**config.mk**
```make
export PLATFORM = sky130hd
export DESIGN_NAME = pipe_control
export DESIGN_NICKNAME = d
export VERILOG_FILES = /design/src/rtl/pipe_control.sv
export SDC_FILE = /design/constraint.sdc
export NUM_CORES = 1
export LEC_CHECK = 0
export CAP_MARGIN = 20
export CORE_AREA = 2 2 46 91
export DETAILED_ROUTE_END_ITERATION = 10
export DIE_AREA = 0 0 48 93
export PLACE_DENSITY = 0.74
export SLEW_MARGIN = 20
export SYNTH_ARGS = -nofsm -noshare
export SYNTH_HDL_FRONTEND = slang
export SYNTH_SLANG_ARGS = --single-unit
```
**constraint.sdc**
```tcl
create_clock -name clk -period 7.9 [get_ports clk]
set_input_delay 1.58 -clock clk [delete_from_list [all_inputs] [get_ports clk]]
set_output_delay 1.58 -clock clk [all_outputs]
set_load 0.02 [all_outputs]
```
**src/rtl/pipe_control.sv**
```systemverilog
// pipe_control: ID-stage decode, branch/jump redirect, hazard stalls, multi-cycle M-op hold and ID/EX control register.
module pipe_control #(
  parameter bit MULDIV_EN  = 1'b1,
  parameter int MULDIV_LAT = 4
) (
  input  logic        clk,
  input  logic        rst_n,
  input  logic        id_valid,
  input  logic [31:0] if_id_inst,
  input  logic        br_eq,
  output logic        stall,
  output logic        if_flush,
  output logic [1:0]  pc_src,
  output logic [2:0]  id_imm_sel,
  output logic        ex_valid,
  output logic        ex_alu_src,
  output logic        ex_mem_read,
  output logic        ex_mem_write,
  output logic        ex_reg_write,
  output logic        ex_mem_to_reg,
  output logic        ex_muldiv,
  output logic [1:0]  ex_alu_op,
  output logic [4:0]  ex_rd,
  output logic        ex_busy,
  output logic        illegal_inst
);
  localparam logic [6:0] OP_R = 7'b0110011, OP_LD = 7'b0000011, OP_IMM = 7'b0010011, OP_ST = 7'b0100011;
  localparam logic [6:0] OP_BR = 7'b1100011, OP_JAL = 7'b1101111, OP_JALR = 7'b1100111, OP_LUI = 7'b0110111;
  logic [6:0] op, f7;
  logic [2:0] f3, imm;
  logic [4:0] rd, rs1, rs2, mem_rd;
  logic [3:0] cnt;
  logic [1:0] alu_op;
  logic legal, is_br, is_jal, is_jalr, alu_src, mem_read, mem_write, reg_write, mem_to_reg, muldiv, u1, u2;
  logic br, jalr, use1, use2, hit_ex, hit_mem, load_use, br_haz, busy, adv, go, taken, mem_load;
  assign op  = if_id_inst[6:0];
  assign rd  = if_id_inst[11:7];
  assign f3  = if_id_inst[14:12];
  assign rs1 = if_id_inst[19:15];
  assign rs2 = if_id_inst[24:20];
  assign f7  = if_id_inst[31:25];
  always_comb begin
    legal = 1'b0; is_br = 1'b0; is_jal = 1'b0; is_jalr = 1'b0;
    alu_src = 1'b0; mem_read = 1'b0; mem_write = 1'b0; reg_write = 1'b0; mem_to_reg = 1'b0;
    muldiv = 1'b0; alu_op = 2'b00; imm = 3'b000; u1 = 1'b0; u2 = 1'b0;
    case (op)
      OP_R:    begin legal = (f7 != 7'b0000001) || MULDIV_EN; muldiv = f7 == 7'b0000001; alu_op = 2'b10; reg_write = 1'b1; imm = 3'b001; u1 = 1'b1; u2 = 1'b1; end
      OP_LD:   begin legal = 1'b1; alu_src = 1'b1; mem_read = 1'b1; reg_write = 1'b1; mem_to_reg = 1'b1; imm = 3'b010; u1 = 1'b1; end
      OP_IMM:  begin legal = 1'b1; alu_op = 2'b11; alu_src = 1'b1; reg_write = 1'b1; imm = 3'b010; u1 = 1'b1; end
      OP_ST:   begin legal = 1'b1; alu_src = 1'b1; mem_write = 1'b1; imm = 3'b011; u1 = 1'b1; u2 = 1'b1; end
      OP_BR:   begin legal = f3[2:1] == 2'b00; is_br = 1'b1; alu_op = 2'b01; imm = 3'b100; u1 = 1'b1; u2 = 1'b1; end
      OP_JAL:  begin legal = 1'b1; is_jal = 1'b1; reg_write = 1'b1; imm = 3'b101; end
      OP_JALR: begin legal = 1'b1; is_jalr = 1'b1; reg_write = 1'b1; imm = 3'b010; u1 = 1'b1; end
      OP_LUI:  begin legal = 1'b1; alu_src = 1'b1; reg_write = 1'b1; imm = 3'b110; end
      default: legal = 1'b0;
    endcase
  end
  assign id_imm_sel = legal ? imm : 3'b000;
  assign use1 = u1 & legal;
  assign use2 = u2 & legal;
  assign br   = is_br & legal;
  assign jalr = is_jalr & legal;
  assign hit_ex  = (ex_rd != 5'd0) && ((use1 && rs1 == ex_rd) || (use2 && rs2 == ex_rd));
  assign hit_mem = (mem_rd != 5'd0) && ((use1 && rs1 == mem_rd) || (use2 && rs2 == mem_rd));
  assign load_use = ex_valid & ex_mem_read & hit_ex;
  // branch/JALR compare in ID, so results still in EX or a load in MEM are not yet forwardable
  assign br_haz = (br | jalr) & ((ex_valid & ex_reg_write & hit_ex) | (mem_load & hit_mem));
  assign busy    = cnt != 4'd0;
  assign ex_busy = busy;
  assign stall   = busy | (id_valid & (load_use | br_haz));
  assign adv     = id_valid & ~stall;
  assign go      = adv & legal;
  assign taken   = br & (br_eq ^ f3[0]);
  assign pc_src   = !adv ? 2'b00 : jalr ? 2'b10 : (taken | (is_jal & legal)) ? 2'b01 : 2'b00;
  assign if_flush = |pc_src;
  always_ff @(posedge clk or negedge rst_n) begin
    if (!rst_n) begin
      {ex_valid, ex_alu_src, ex_mem_read, ex_mem_write, ex_reg_write, ex_mem_to_reg, ex_muldiv} <= '0;
      ex_alu_op <= 2'b00;
      ex_rd <= 5'd0;
      illegal_inst <= 1'b0;
      cnt <= 4'd0;
      mem_load <= 1'b0;
      mem_rd <= 5'd0;
    end else begin
      mem_load <= ex_valid & ex_mem_read;
      mem_rd <= ex_rd;
      illegal_inst <= adv & ~legal;
      if (busy) cnt <= cnt - 4'd1;
      else begin
        ex_valid <= go;
        ex_alu_src <= go & alu_src;
        ex_mem_read <= go & mem_read;
        ex_mem_write <= go & mem_write;
        ex_reg_write <= go & reg_write;
        ex_mem_to_reg <= go & mem_to_reg;
        ex_muldiv <= go & muldiv;
        ex_alu_op <= go ? alu_op : 2'b00;
        ex_rd <= (go & reg_write) ? rd : 5'd0;
        cnt <= (go & muldiv) ? 4'(MULDIV_LAT - 1) : 4'd0;
      end
    end
  end
endmodule

```
==> results.md, run 1 <==
- Status: finished, final reports clean
- DRT antenna net count: 0
- GRT Util Overall: 0.2023
- IO Pins: 59
- Die height: 93 um
- Max clock buf depth: 2
- Initial DRC Count: 17
- Max cap viols: 0
- Clk_lat worst skew: 0.27 ns
- RSZ-0062 raised after global routing: no
- Crit path capture type: primary output
- Initial antenna violation count: 0
- F_max: 161.0 MHz
- Critical path's largest stage delay: 0.66 ns
- Most Frequent Cell on Critical Path: clkdlybuf4s50_1
- Core Rows: 32
- Clk_skew: 0.002578 ns
- Grt ovf: 0
- Area share of the leading cell type in the synthesized netlist: 0.4075
- Clk root buf: clkbuf_8
- WS Path Type: input pin to primary output
- Final #Nets: 254
- Netlist cell types: 38
- Clk sinks: 24
- Final Total Pwr: 367.7 uW
- Die X-Extent: 48 um
- Share of cells above drive strength 1: 0.04186
- Area Growth Syn to Fin: 44.31%
- Ant diodes: 0
- Peak supply drop: 111.3 uV
- Setup Fix Bufs, Post-CTS: 0
- Htree depth: 1
- Static Leakage: 0.8843 nW
- First-pass GRT wire length: 6472 um
- PwrDens: 172.9 mW/mm^2
- Die ar.: 0.004464 mm^2
- Hold WC Path Type: register to register
- CP arrival: 4.63 ns
- Worst-path clk slew: 0.08 ns
- Final HPWL DP: 3357 um
- Worst path cell trace: clkdlybuf4s50_1 -> nand2b_1 -> a211o_1 -> or4_4 -> a221oi_4 -> or3_1 -> nor2_1 -> clkdlybuf4s50_1
- Minimum clock period: 6.212 ns
- Effective utilization at floorplan: 0.3875
- Type of element launching the critical path: input pin
- Mapped Cells: 160
- Hold Path Origin: cnt[0]
- First-pass DRT Iterations: 4
- Largest area contributor in the synthesized netlist: dfrtp_1
- Core Box Area: 0.003804 mm^2
- Final WL: 4067 um
- Count leader, synth: dfrtp_1
- Critical Path RT: 6.32 ns
- Top post-synthesis cells by area: dfrtp_1, xnor2_1, xor2_1
- Register area share after synthesis: 0.4075
- Top post-synthesis cells by count: dfrtp_1, nand2_1, xnor2_1, nor2_1, inv_1
- Worst r2r path cells: 7
- Via count of the first global-routing pass: 1,461
- Syn Nets: 197
- TritonCTS Buffers: 3
- Critical Path Source: if_id_inst[2]
- Max-slew violations: 0
- CTS tree: done
- Remaining DRCs: 0
- Wirelength per Cell: 15.29 um
- Gpl congestion: 0.8468
- Final Setup Violations: 0
- Worst-path maximum fanout: 16
- CTS resizes: 0
- Tcrit/Tclk final: 0.7863
- Worst-Margin Slew: 0.6443 ns
- Critical path's slowest cell: clkdlybuf4s50_1
- Setup tns final: 0 ns
- Critical R2R Launch: cnt[0]
- Synthesized flop and latch total: 24
- Mapped Avg Cell Area: 9.212 um^2
- Vias per std cell: 5.350
- Hold path cells: 1
- Post-synth EDFFs: 0
- Max-slew headroom: 0.5669
- Largest net degree at the start of global routing: 25
- Hold buffers post-CTS: 0
- Post-synth top flop: dfrtp_1
- Via count: 1,423
- Post-synth ARST share: 1.000
- IO buf count: 58
- Mapped cell area: 0.001474 mm^2
- YS warnings: 0
- Regs by FF count: ex_rd x5, mem_rd x5, cnt x4
- Final hold vios: 0
-- metrics by stage --
stage,hold WS [ns],setup WS (ns),area (um^2),instances,util
after floorplan,0.4275,2.970,1474,160,-
after global placement,0.4454,1.755,2091,263,0.5497
after detailed placement,0.4450,1.691,2091,263,0.5497
after CTS,0.4589,1.684,2132,266,0.5605
after global routing,0.4698,1.510,2127,266,0.5592
final,0.4583,1.688,2127,266,0.5592
-- cell usage in the layout, fill, tap and decap left out, types with 2 or more instances in the layout --
cell type        synthesis  routed
a21o_1                   3       3
a21oi_1                  4       4
a22o_1                   5       5
a31oi_1                  2       2
and3_1                   2       2
clkbuf_8                 0       3
clkdlybuf4s50_1          0      57
dfrtp_1                 24      24
inv_1                    8       8
nand2_1                 16      16
nand3_1                  7       7
nand4_1                  2       2
nor2_1                  13      13
nor3_1                   4       4
nor3b_1                  2       2
nor4_1                   5       5
o21ai_0                  5       5
o21ai_1                  4       4
o31ai_1                  2       2
or3_1                    3       3
or4_1                    6       6
xnor2_1                 16      16
xor2_1                   7       7
-- worst paths after layout --
check,to,slack (ns)
worst max-delay path,pc_src[1],1.69
worst max register to register,cnt[1],5.44
worst min register to register,cnt[0],0.46
max in group asynchronous,ex_muldiv,6.28
worst min-delay path,cnt[0],0.46
min in group asynchronous,ex_rd[3],1.28
-- worst max-delay path, delay by kind of cell --
kind / cells / cell delay, ns
AO/OA/AOI/OAI: 2 / 0.67
buffers and inverters: 2 / 1.20
AND/OR/NAND/NOR: 4 / 1.17
-- cell families after synthesis --
logic type / Yosys count / synth area share
buffers and inverters: 14 / 0.03905
AND/OR/NAND/NOR: 67 / 0.2538
adder cells (fa/ha/maj): 1 / 0.008488
XOR/XNOR: 23 / 0.1367
flip-flops: 24 / 0.4075
AO/OA/AOI/OAI: 31 / 0.1545
-- final cells by class --
type                    count  area [um^2]
multi-input cells         122        815.8
flip-flops and latches     24        600.6
well taps                  51        63.81
clock buffers               3        41.29
repair buffers             58        575.6
fillers                   361         1677
inverters                   8        30.03
-- power breakdown --
| part | internal (mW) | total [mW] | switching, mW |
|---|---|---|---|
| clock network | 0.0341 | 0.0706 | 0.0364 |
| registers | 0.140 | 0.154 | 0.0138 |
| logic | 0.0662 | 0.144 | 0.0773 |
| total | 0.240 | 0.368 | 0.128 |
-- layer usage --
layer / vias up / part of all wire / global-route usage
met5: - / 0 / 0
li1: 682 / - / -
met4: 0 / 0.027 / 0.09459
met2: 45 / 0.59 / 0.3811
met1: 687 / 0.35 / 0.1970
met3: 9 / 0.029 / 0.01737
(Power assumes the default switching activity.)
==> run 2: changes to the inputs <==
Settings changed: CORE_AREA 2 2 46 91 to 2 2 47 92, DIE_AREA 0 0 48 93 to 0 0 49 94, PLACE_DENSITY 0.74 to 0.75.
Clock period 7.9 ns to 5.5 ns, I/O delays scaled along.
==> run 2 against run 1 <==
  * Combinational power grew 43%
  * Critical path depth did not move
  * Sequential share of layout area shrank 0.30 points
  * Clock power increased by 41%
  * Hold slack gained 0.0047 ns
  * Die area is 3.2% higher
  * Largest cell class unchanged
  * Largest power group unchanged
==> results.md, run 2 (synthesized netlist as in run 1, its figures left out) <==
- Die height: 94 um
- Critical R2R Launch: cnt[0]
- Routed wl met3: 95 um
- Initial DRC Count: 16
- Final #Nets: 257
- Effective utilization at floorplan: 0.3795
- Hold WC Path Type: register to register
- DRT antenna net count: 0
- TritonCTS Buffers: 3
- Combinational fraction of design power: 0.392
- Worst-path clk slew: 0.08 ns
- CTS tree: done
- Worst r2r path cells: 7
- Max clock buf depth: 2
- IO buf count: 58
- Final hold vios: 0
- Peak supply drop: 160.4 uV
- PwrDens: 244.5 mW/mm^2
- WS Path Type: input pin to primary output
- Layout fillers: 373
- Critical Path RT: 4.40 ns
- Hold path cells: 1
- Setup tns final: 0 ns
- Share of cells above drive strength 1: 0.05505
- Met1 Wirelength: 1414 um
- Hold Path Origin: cnt[0]
- Static Leakage: 0.8988 nW
- Grt ovf: 0
- RSZ-0062 raised after global routing: no
- CTS resizes: 0
- Tcrit/Tclk final: 0.9061
- Sequential cell fraction of total power: 0.419
- Worst-path maximum fanout: 12
- Max cap viols: 0
- Die X-Extent: 49 um
- Clk_lat worst skew: 0.26 ns
- Clk root buf: clkbuf_8
- Highest metal used: met4
- Regs by FF count: ex_rd x5, mem_rd x5, cnt x4
- Clk_skew: 0.002345 ns
- Most frequent cells in the layout: clkdlybuf4s50_1, dfrtp_1, nand2_1, xnor2_1, nor2_1
- Minimum clock period: 4.984 ns
- Cell internal pwr: 345.3 uW
- Crit path capture type: primary output
- Worst-Margin Slew: 0.6094 ns
- Core Box Area: 0.003884 mm^2
- F_max: 200.7 MHz
- Max-slew headroom: 0.5903
- Worst reg2reg path endpoint: cnt[0]
- Status: finished, final reports clean
- Die ar.: 0.004606 mm^2
- Met2 wire length: 2379 um
- Vias per std cell: 5.219
- Via count of the first global-routing pass: 1,402
- Core Rows: 32
- Wirelength per Cell: 14.83 um
- Hold buffers post-CTS: 0
- Via count: 1,404
- Min-Delay Endpoint: cnt[0]
- CP arrival: 3.88 ns
- Max-slew violations: 0
- Final HPWL DP: 3329 um
- Clk sinks: 24
- Final WL: 3989 um
- R2R Setup Slk: 3.04 ns
- Htree depth: 1
- NetSw: 180.3 uW
- Clock share of power: 0.189
- Largest net degree at the start of global routing: 25
- Type of element launching the critical path: input pin
- Most common cell after layout, fill and taps aside: clkdlybuf4s50_1
- First-pass DRT Iterations: 4
- Setup ws final: 0.5162 ns
- Final Setup Violations: 0
- Ant diodes: 0
- Dpl ws: 0.5163 ns
- Sw Ratio: 0.3431
- Area Growth Syn to Fin: 45.84%
- Remaining DRCs: 0
- Initial antenna violation count: 0
- Gpl congestion: 0.8488
- Setup Fix Bufs, Post-CTS: 0
- Finished layout cell area: 0.002150 mm^2
- First-pass GRT wire length: 6672 um
- Post-DP Area: 0.002113 mm^2
- GRT Util Overall: 0.1885
- IO Pins: 59
==> run 2: worst max-delay path: stages <==
cell and delay (ns):
clkdlybuf4s50_1 0.70, nand2b_1 0.13, a211o_1 0.26, or4_4 0.55, a221oi_4 0.30, nor3_1 0.11, nor2_1 0.13, clkdlybuf4s50_1 0.61
==> run 2: worst max path at each step <==
stage | startpoint | to | slack [ns]
after floorplan | if_id_inst[3] | stall | 1.53
after global placement | if_id_inst[5] | stall | 0.56
after detailed placement | if_id_inst[5] | stall | 0.52
after CTS | if_id_inst[5] | stall | 0.50
after global routing | if_id_inst[5] | stall | 0.34
final | if_id_inst[5] | stall | 0.52
==> run 2: cell type report <==
| class | instances | area [um^2] | share of cell area |
|---|---|---|---|
| tap | 51 | 63.81 | 0.02969 |
| inverter | 8 | 30.03 | 0.01397 |
| sequential | 24 | 600.6 | 0.2794 |
| multi-input combinational | 122 | 815.8 | 0.3795 |
| timing repair buffer | 61 | 598.1 | 0.2782 |
| clock buffer | 3 | 41.29 | 0.01921 |
==> run 2: per-stage QoR <==
step / total power [mW] / util / instances / hold slack (ns)
after global routing: 0.5588 / 0.5535 / 269 / 0.4751
after floorplan: 0.3382 / - / 160 / 0.4275
final: 0.5257 / 0.5535 / 269 / 0.4630
after detailed placement: 0.4325 / 0.5441 / 266 / 0.4450
after CTS: 0.5329 / 0.5548 / 269 / 0.4591
after global placement: 0.4284 / 0.5441 / 266 / 0.4471
==> run 2: layer usage <==
metal	vias to the layer above	global-route usage
met4	0	0.09048
met1	666	0.1961
met3	8	0.02070
met5	-	0
li1	695	-
met2	35	0.3642
==> run 2: power by group through the flow <==
stage / sequential (mW) / combinational, mW / clock [mW]
final: 0.220 / 0.206 / 0.0994
after CTS: 0.220 / 0.210 / 0.103
after global routing: 0.223 / 0.227 / 0.108
after floorplan: 0.228 / 0.110 / 0
after global placement: 0.222 / 0.206 / 0
after detailed placement: 0.223 / 0.209 / 0
==> run 3: changes to the inputs <==
Settings changed: TNS_END_PERCENT set to 50.
==> results of run 3 <==
The final DEF is identical to that of run 2; final timing and power are the same.
